===== config.mk =====
export PLATFORM = sky130hd
export DESIGN_NAME = serial_byte_source
export DESIGN_NICKNAME = d
export VERILOG_FILES = /design/src/rtl/serial_byte_source_pkg.sv /design/src/rtl/serial_byte_source_byte_fifo.sv /design/src/rtl/serial_byte_source.sv
export SDC_FILE = /design/constraint.sdc
export NUM_CORES = 1
export LEC_CHECK = 0
export BUFFER_PORTS_ARGS = -buffer_cell sky130_fd_sc_hd__clkbuf_2
export CAP_MARGIN = 40
export CORE_MARGIN = 2
export CORE_UTILIZATION = 55
export CTS_BUF_LIST = sky130_fd_sc_hd__clkbuf_8
export DETAILED_ROUTE_END_ITERATION = 10
export PLACE_DENSITY = 0.8
export SYNTH_ARGS = -nofsm -noshare
export SYNTH_HDL_FRONTEND = slang
export SYNTH_HIERARCHICAL = 1
export SYNTH_SLANG_ARGS = --single-unit

===== constraint.sdc =====
create_clock -name clk -period 5.87 [get_ports clk]
set_clock_uncertainty 0.15 [all_clocks]
set_input_delay 1.174 -clock clk [delete_from_list [all_inputs] [get_ports clk]]
set_output_delay 1.174 -clock clk [all_outputs]
set_load 0.01 [all_outputs]

===== src/rtl/serial_byte_source_pkg.sv =====
// Shared types and constants for the serial byte source and its byte FIFO.
package serial_byte_source_pkg;

    localparam int unsigned BYTE_W    = 8;
    localparam int unsigned BIT_CNT_W = 3;
    localparam int unsigned GAP_CNT_W = 4;

    typedef enum logic [1:0] {
        ST_IDLE  = 2'd0,
        ST_SHIFT = 2'd1,
        ST_GAP   = 2'd2
    } state_t;

endpackage


===== src/rtl/serial_byte_source_byte_fifo.sv =====
// Byte FIFO with registered full/empty/level; head entry is read straight from storage.
module byte_fifo
    import serial_byte_source_pkg::*;
#(
    parameter int unsigned DEPTH = 4,
    localparam int unsigned AW = $clog2(DEPTH),
    localparam int unsigned LW = AW + 1
) (
    input  logic              clk,
    input  logic              rst,
    input  logic              push,
    input  logic [BYTE_W-1:0] wr_data,
    input  logic              pop,
    output logic [BYTE_W-1:0] rd_data,
    output logic              full,
    output logic              empty,
    output logic [LW-1:0]     level
);

    logic [BYTE_W-1:0] mem [DEPTH];
    logic [AW-1:0]     wr_ptr;
    logic [AW-1:0]     rd_ptr;
    logic [LW-1:0]     level_n;

    // Occupancy after this edge; push and pop together leave it unchanged.
    always_comb begin
        level_n = level;
        if (push && !pop) begin
            level_n = level + LW'(1);
        end else if (pop && !push) begin
            level_n = level - LW'(1);
        end
    end

    always_ff @(posedge clk) begin
        if (rst) begin
            wr_ptr <= '0;
            rd_ptr <= '0;
            level  <= '0;
            full   <= 1'b0;
            empty  <= 1'b1;
        end else begin
            if (push) begin
                wr_ptr <= wr_ptr + AW'(1);
            end
            if (pop) begin
                rd_ptr <= rd_ptr + AW'(1);
            end
            level <= level_n;
            full  <= (level_n == LW'(DEPTH));
            empty <= (level_n == '0);
        end
    end

    always_ff @(posedge clk) begin
        if (push) begin
            mem[wr_ptr] <= wr_data;
        end
    end

    assign rd_data = mem[rd_ptr];

endmodule


===== src/rtl/serial_byte_source.sv =====
// Buffers bytes from a valid/ready port and shifts them out MSB first, one bit per clock.
module serial_byte_source
    import serial_byte_source_pkg::*;
#(
    parameter int unsigned DEPTH      = 4,
    parameter int unsigned GAP_CYCLES = 0,
    parameter logic        IDLE_LEVEL = 1'b0,
    localparam int unsigned LW = $clog2(DEPTH) + 1
) (
    input  logic              clk,
    input  logic              rst,
    input  logic              in_valid,
    input  logic [BYTE_W-1:0] in_data,
    output logic              in_ready,
    output logic              sdout,
    output logic              bit_valid,
    output logic              frame_start,
    output logic              byte_done,
    output logic              busy,
    output logic [LW-1:0]     level
);

    state_t                 state, state_n;
    logic [BYTE_W-1:0]      shreg, shreg_n;
    logic [BIT_CNT_W-1:0]   bit_cnt, bit_cnt_n;
    logic [GAP_CNT_W-1:0]   gap_cnt, gap_cnt_n;
    logic                   sdout_n, bit_valid_n, frame_start_n, byte_done_n, busy_n;
    logic                   next_byte;
    logic                   push, pop;
    logic                   full, empty;
    logic [BYTE_W-1:0]      head;

    assign in_ready = !full;
    assign push     = in_valid && !full;

    byte_fifo #(
        .DEPTH (DEPTH)
    ) u_fifo (
        .clk     (clk),
        .rst     (rst),
        .push    (push),
        .wr_data (in_data),
        .pop     (pop),
        .rd_data (head),
        .full    (full),
        .empty   (empty),
        .level   (level)
    );

    always_ff @(posedge clk) begin
        if (rst) begin
            state       <= ST_IDLE;
            shreg       <= '0;
            bit_cnt     <= '0;
            gap_cnt     <= '0;
            sdout       <= IDLE_LEVEL;
            bit_valid   <= 1'b0;
            frame_start <= 1'b0;
            byte_done   <= 1'b0;
            busy        <= 1'b0;
        end else begin
            state       <= state_n;
            shreg       <= shreg_n;
            bit_cnt     <= bit_cnt_n;
            gap_cnt     <= gap_cnt_n;
            sdout       <= sdout_n;
            bit_valid   <= bit_valid_n;
            frame_start <= frame_start_n;
            byte_done   <= byte_done_n;
            busy        <= busy_n;
        end
    end

    // Serializer: next_byte marks the points where the head byte may be taken.
    always_comb begin
        state_n       = state;
        shreg_n       = shreg;
        bit_cnt_n     = bit_cnt;
        gap_cnt_n     = gap_cnt;
        sdout_n       = IDLE_LEVEL;
        bit_valid_n   = 1'b0;
        frame_start_n = 1'b0;
        byte_done_n   = 1'b0;
        next_byte     = 1'b0;
        pop           = 1'b0;

        case (state)
            ST_IDLE: begin
                next_byte = 1'b1;
            end
            ST_SHIFT: begin
                if (bit_cnt != '0) begin
                    bit_cnt_n   = bit_cnt - BIT_CNT_W'(1);
                    sdout_n     = shreg[bit_cnt_n];
                    bit_valid_n = 1'b1;
                    byte_done_n = (bit_cnt_n == '0);
                end else if (GAP_CYCLES != 0) begin
                    state_n   = ST_GAP;
                    gap_cnt_n = GAP_CNT_W'(GAP_CYCLES - 1);
                end else begin
                    next_byte = 1'b1;
                end
            end
            ST_GAP: begin
                if (gap_cnt != '0) begin
                    gap_cnt_n = gap_cnt - GAP_CNT_W'(1);
                end else begin
                    next_byte = 1'b1;
                end
            end
            default: begin
                state_n = ST_IDLE;
            end
        endcase

        if (next_byte) begin
            if (!empty) begin
                pop           = 1'b1;
                shreg_n       = head;
                bit_cnt_n     = BIT_CNT_W'(BYTE_W - 1);
                sdout_n       = head[BYTE_W-1];
                bit_valid_n   = 1'b1;
                frame_start_n = 1'b1;
                state_n       = ST_SHIFT;
            end else begin
                state_n = ST_IDLE;
            end
        end

        // A pop only happens on the way into SHIFT, so staying idle means no byte left this edge.
        busy_n = (state_n != ST_IDLE) || !empty || push;
    end

endmodule


== Word level (Yosys, flattened, before mapping) ==
Memory sizes are Yosys's and may differ from the RTL's. A register that Yosys moved wholly into a read port is not among the register bits.
Cells that the tools add are included.

* Register bits: 31
* Bits in latches: 0
* RAM bits: 32
* Bits in read-only memories: 0
* Memories kept: 1

{| class="wikitable"
|+ Memories
! memory !! words !! bits a word !! read ports !! clocked after memory_dff !! write ports !! RTL line !! RTL
|-
| u_fifo.mem || 4 || 8 || 1 || 1 || 1 || serial_byte_source_byte_fifo.sv:20 || <nowiki>logic [BYTE_W-1:0] mem [DEPTH];</nowiki>
|}

* Add/sub/neg operators: 6
* $mul: 0
* Div/mod/pow operators: 0
* $lt $le $gt $ge: 1
* Equal/unequal tests: 3
* Shifts and indexed selects: 0
* Muxes and demuxes: 28
* Bitwise logic cells: 3
* Reductions and logical operators: 19

{| class="wikitable"
|+ Operator list
! operator !! count
|-
| $mux 3 || 6
|-
| $mux 1 || 16
|-
| $mux 2 || 4
|-
| $logic_not 3->1 || 2
|-
| $reduce_or 3->1 || 2
|-
| $sub 3x1->3 const B || 2
|-
| $add 2x1->2 const B || 2
|-
| $logic_not 1->1 || 4
|-
| $lt 3x4->1 const B || 1
|-
| $reduce_and 2->1 || 2
|-
| $reduce_bool 4->1 || 1
|-
| $sub 4x1->4 const B || 1
|-
| $add 3x1->3 const B || 1
|-
| $bmux 1 s3 || 1
|-
| $eq 3x3->1 const B || 1
|-
| $logic_and 1x1->1 || 3
|-
| $not 1->1 || 3
|-
| $pmux 1 s3 || 1
|-
| $reduce_bool 3->1 || 1
|-
| $eq 2x1->1 const B || 1
|-
| $eq 2x2->1 const B || 1
|-
| $logic_not 2->1 || 1
|-
| $logic_or 1x1->1 || 2
|-
| $reduce_bool 2->1 || 1
|}

== Longest topological paths before layout ==
* Word-level depth: 8
* Gate-level depth with buffers: 11
* Mapped depth without buffers: 10

== Cells and area by module ==
Netlist, hierarchy kept.

{| class="wikitable"
|+ By module, submodules not included
! module !! instances !! cells an instance !! area each (µm²) !! seq. area each (µm²)
|-
| byte_fifo || 1 || 103 || 1714.1 || 1181.1
|-
| serial_byte_source || 1 || 95 || 979.7 || 440.4
|}

== Worst setup path before layout ==
No wires, ideal clock.

* Path type: in2reg
* From: input port in_valid
* To: memory u_fifo.mem[0][0], enable pin
* Library setup time: 332 ps
* Arrival time: 1965 ps
* Data required time: 5388 ps
* Slack: 3424 ps
* Stages: 3
* Buffers on the path: 1
* Cells stage by stage: nor2b_1 -> buf_2 -> and2_1

* Cells in the longest elaborated chain, start to end: 3

{| class="wikitable"
|+ Ends and longest elaborated chain
! what !! RTL line !! RTL
|-
| start, declared || serial_byte_source.sv:12 || <nowiki>input logic in_valid,</nowiki>
|-
| $logic_and 1x1->1 || serial_byte_source.sv:34 || <nowiki>assign push = in_valid && !full;</nowiki>
|-
| $mux 1 || serial_byte_source_byte_fifo.sv:56 || <nowiki>if (push) begin</nowiki>
|-
| $mux 1 (not written as such) || serial_byte_source_byte_fifo.sv:57 || <nowiki>mem[wr_ptr] <= wr_data;</nowiki>
|-
| end, declared || serial_byte_source_byte_fifo.sv:20 ||
|}

Every way passes these cells.

== Final worst setup path ==
* From: register bit_cnt[0]
* To: register u_fifo.full

* Cells in the longest elaborated chain, start to end: 8

{| class="wikitable"
|+ Ends and longest elaborated chain
! what !! RTL line !! RTL
|-
| start, declared || serial_byte_source.sv:25 || <nowiki>logic [BIT_CNT_W-1:0] bit_cnt, bit_cnt_n;</nowiki>
|-
| start signal, assigned || serial_byte_source.sv:64 || <nowiki>bit_cnt <= bit_cnt_n;</nowiki>
|-
| $reduce_bool 3->1 (*) || serial_byte_source.sv:92 || <nowiki>if (bit_cnt != '0) begin</nowiki>
|-
| $mux 1 (*) || serial_byte_source.sv:92 ||
|-
| $pmux 1 s3 (*) || serial_byte_source.sv:87 || <nowiki>case (state)</nowiki>
|-
| $mux 1 (*) || - ||
|-
| $logic_and 1x1->1 or $logic_not 1->1 (tied branches) || serial_byte_source_byte_fifo.sv:30, serial_byte_source_byte_fifo.sv:28 ||
|-
| $mux 3 or $logic_and 1x1->1 (tied branches) || serial_byte_source_byte_fifo.sv:30, serial_byte_source_byte_fifo.sv:28 ||
|-
| $mux 3 (*) || serial_byte_source_byte_fifo.sv:28 || <nowiki>if (push && !pop) begin</nowiki>
|-
| $eq 3x3->1 (*) || serial_byte_source_byte_fifo.sv:50 || <nowiki>full <= (level_n == LW'(DEPTH));</nowiki>
|-
| end signal, assigned || serial_byte_source_byte_fifo.sv:50 ||
|-
| end, declared || serial_byte_source_byte_fifo.sv:15 || <nowiki>output logic full,</nowiki>
|}

Every way passes the cells marked *; elsewhere a longest branch is shown, timed or not.
A chain may end at the register's enable or synchronous reset.

==> results.py <==
metrics = {
    "run_status": {
        "outcome": "completed",
    },
    "timing": {
        "fin_crit_ps": 2420,
        "rsz0062_at_grt": "false",
        "fmax_ghz": 0.414,
        "tns_ps": 0,
        "whs_ps": 335,
        "slew_viol_final": 0,
        "final_hold_viol_count": 0,
        "slew_headroom_pct": 58.8,
        "setup_violations": 0,
        "worst_slew_pin_slew_ps": 618,
        "post-route-period-util_pct": 41.2,
    },
    "finish": {
        "n_antenna_cell": 0,
        "syn_to_final_growth_pct": 12.4,
        "fill_cells": 352,
        "fin_nets": 243,
        "drive_gt1_share_pct": 22.6,
    },
    "clocking": {
        "cts_hold_buf": 0,
        "cts_tree": "done",
        "cts_htree_levels": 3,
        "insertion_delay_ps": 330,
        "cts_sinks": 65,
        "cts_made_buffers": 9,
        "clock_path_buffers": 2,
        "post_cts_buffers": 0,
        "root_buffer": "clkbuf_8",
        "clkSlewWorstSetupHoldPaths_ps": 70,
        "cts_resized": 0,
    },
    "synth": {
        "synth_edf_count": 32,
        "syn_nets": 220,
        "synth_top_cell_area_share_pct": 35.7,
        "async_flop_share_pct": 0,
        "yosysTopAreaCell": "edfxtp_1",
        "synth_seq_cells": 65,
        "ys.flop_type": "dfxtp_1",
        "synth_cell_types": 36,
        "synthCells": 198,
        "synth_area_mm2": 0.00269,
        "synth_warnings": 6,
        "ys_seq_area_share_pct": 60.2,
        "syn_area_per_cell_um2": 13.6,
        "synth_area_leaders": "edfxtp_1 (36%), dfxtp_1 (25%), mux4_2 (8.4%)",
    },
    "global_route": {
        "grt_pass1_vias": 1431,
        "grt_start_max_net_pins": 33,
        "gr-total-overflow": 0,
        "antenna_found_initial": 0,
        "track_usage_pct": 16.9,
        "grt_pass1_wl_um": 6640,
    },
    "drt": {
        "vias_per_cell": 5.07,
        "dr_total_vias": 1486,
        "wire_per_inst_um": 13.9,
        "final_antenna_net_count": 0,
        "drc": 0,
        "first_pass_iters": 4,
        "drt-total-wl_um": 4060,
        "drt-initial-drc-count": 53,
    },
    "flow_run": {
        "maxCapViolCount": 0,
    },
    "placed_design": {
        "gp_congestion": 0.759,
        "dpl.hpwl_um": 2880,
        "io_buffers": 19,
    },
    "die": {
        "die_y_um": 74.0,
        "io_pins": 20,
        "core_area_mm2": 0.00472,
        "num_rows": 25,
        "start_util_pct": 57.0,
        "dieArea_mm2": 0.00547,
        "die_width_um": 74.0,
    },
    "setup_path": {
        "cp_max_fo": 20,
        "start_kind": "register",
        "path_class": "reg -> reg",
        "arrival_ps": 2500,
        "crit_path_end_kind": "register",
        "worst-endpoint-required_ps": 5950,
    },
    "power_and_ir_drop": {
        "vdd_drop_max_mv": 0.213,
        "power_mw": 1.47,
        "leakage_nw": 1.16,
        "powerDensity_mw_per_mm2": 487,
    },
    "min_path": {
        "holdCritPathClass": "reg -> reg",
    },
}
worst max-delay path: stages, from the launching register on:
cell       delay, ps
dfxtp_1          420
inv_1            110
ha_1             240
nor4b_2          180
o2bb2ai_4        260
clkinv_4         230
nand3b_1         220
o21a_1           120
mux2i_1          180
inv_1             70
and2_1           130
cells by family (layout without fill, tap and decap cells):
group / after synthesis / count (layout) / share of synthesized area, %
XOR/XNOR: 9 / 9 / 2.93
adder cells (fa/ha/maj): 11 / 11 / 5.11
AND/OR/NAND/NOR: 52 / 52 / 9.89
buffers and inverters: 20 / 48 / 3.67
flip-flops: 65 / 65 / 60.2
multiplexers: 23 / 23 / 13.2
AO/OA/AOI/OAI: 18 / 18 / 4.97
area by class of cell:
type / count / area [um^2] / area share [%]
Sequential cell: 65 / 1620 / 53.6
Multi-Input combinational cell: 113 / 973 / 32.2
Clock buffer: 9 / 124 / 4.09
Timing Repair Buffer: 20 / 103 / 3.39
Tap cell: 67 / 83.8 / 2.77
Clock inverter: 7 / 71.3 / 2.36
Inverter: 12 / 50.0 / 1.65
final timing paths:
| path | startpoint | endpoint | slack [ps] | cells after the start |
|---|---|---|---|---|
| worst min-delay path | bit_cnt[1] | bit_cnt[1] | 330 | 2 |
| worst max-delay path | bit_cnt[0] | u_fifo/full | 3450 | 10 |
| worst min register to register | bit_cnt[1] | bit_cnt[1] | 330 | 2 |
| worst max register to register | bit_cnt[0] | u_fifo/full | 3450 | 10 |
cells in the mapped netlist, types with 2 or more instances:
cell / number
dfxtp_1: 33
edfxtp_1: 32
nor2_1: 24
mux2i_1: 12
ha_1: 11
inv_1: 11
mux4_2: 10
a21oi_1: 7
and2_1: 6
nand2_1: 5
nor2b_1: 5
xor2_1: 5
xnor2_1: 4
a31oi_1: 3
nor3_1: 3
a311oi_1: 2
buf_2: 2
buf_6: 2
clkbuf_1: 2
nand3_1: 2
o21a_1: 2
state kept, by name, indices dropped and copies added (netlist names), named ones only:
| signal | flops |
|---|---|
| u_fifo/level | 3 |
| byte_done | 1 |
| gap_cnt | 4 |
| bit_cnt | 3 |
| u_fifo/rd_ptr | 2 |
| bit_valid | 1 |
| u_fifo/wr_ptr | 2 |
| sdout | 1 |
| u_fifo/empty | 1 |
| busy | 1 |
| u_fifo/mem | 32 |
| shreg | 8 |
| state | 2 |
| u_fifo/full | 1 |
| frame_start | 1 |
metal layers:
metal | up-vias | GRT usage, % | wire, um
met1 | 711 | 22.8 | 1960
met2 | 23 | 24.4 | 1930
li1 | 748 | - | -
met4 | 0 | 10.3 | 48
met5 | - | 0 | 0
met3 | 4 | 4.88 | 124
where the power goes:
part	switching [mW]	internal (mW)	total, mW
registers	0.0730	0.579	0.652
logic	0.228	0.228	0.456
clock network	0.170	0.195	0.365
total	0.470	1.00	1.47
per-stage QoR:
stage | std cells | worst slack (ps) | utilization [%] | cell area (um^2)
6_report | 293 | 3450 | 64.1 | 3030
5_1_grt | 293 | 3260 | 64.1 | 3030
4_1_cts | 293 | 3430 | 64.1 | 3030
3_5_place_dp | 277 | 3340 | 59.9 | 2830
3_3_place_gp | 276 | 2880 | 59.8 | 2820
2_1_floorplan | 198 | 3420 | - | 2690
cell usage in the layout, fill, tap and decap left out, types with 2 or more instances in the layout:
cell type    n
mux4_2      10
nand2_1      5
and2_1       6
edfxtp_1    32
nand3_1      2
mux2i_1     12
nor2b_1      5
a21oi_1      7
xnor2_1      4
o21a_1       2
ha_1        11
xor2_1       5
clkinvlp_4   2
inv_1       11
nor3_1       3
a311oi_1     2
nor2_1      24
clkinv_4     3
clkbuf_2    19
dfxtp_1     33
a31oi_1      3
clkbuf_8     9
No activity file was read; power rests on OpenSTA's default activity.
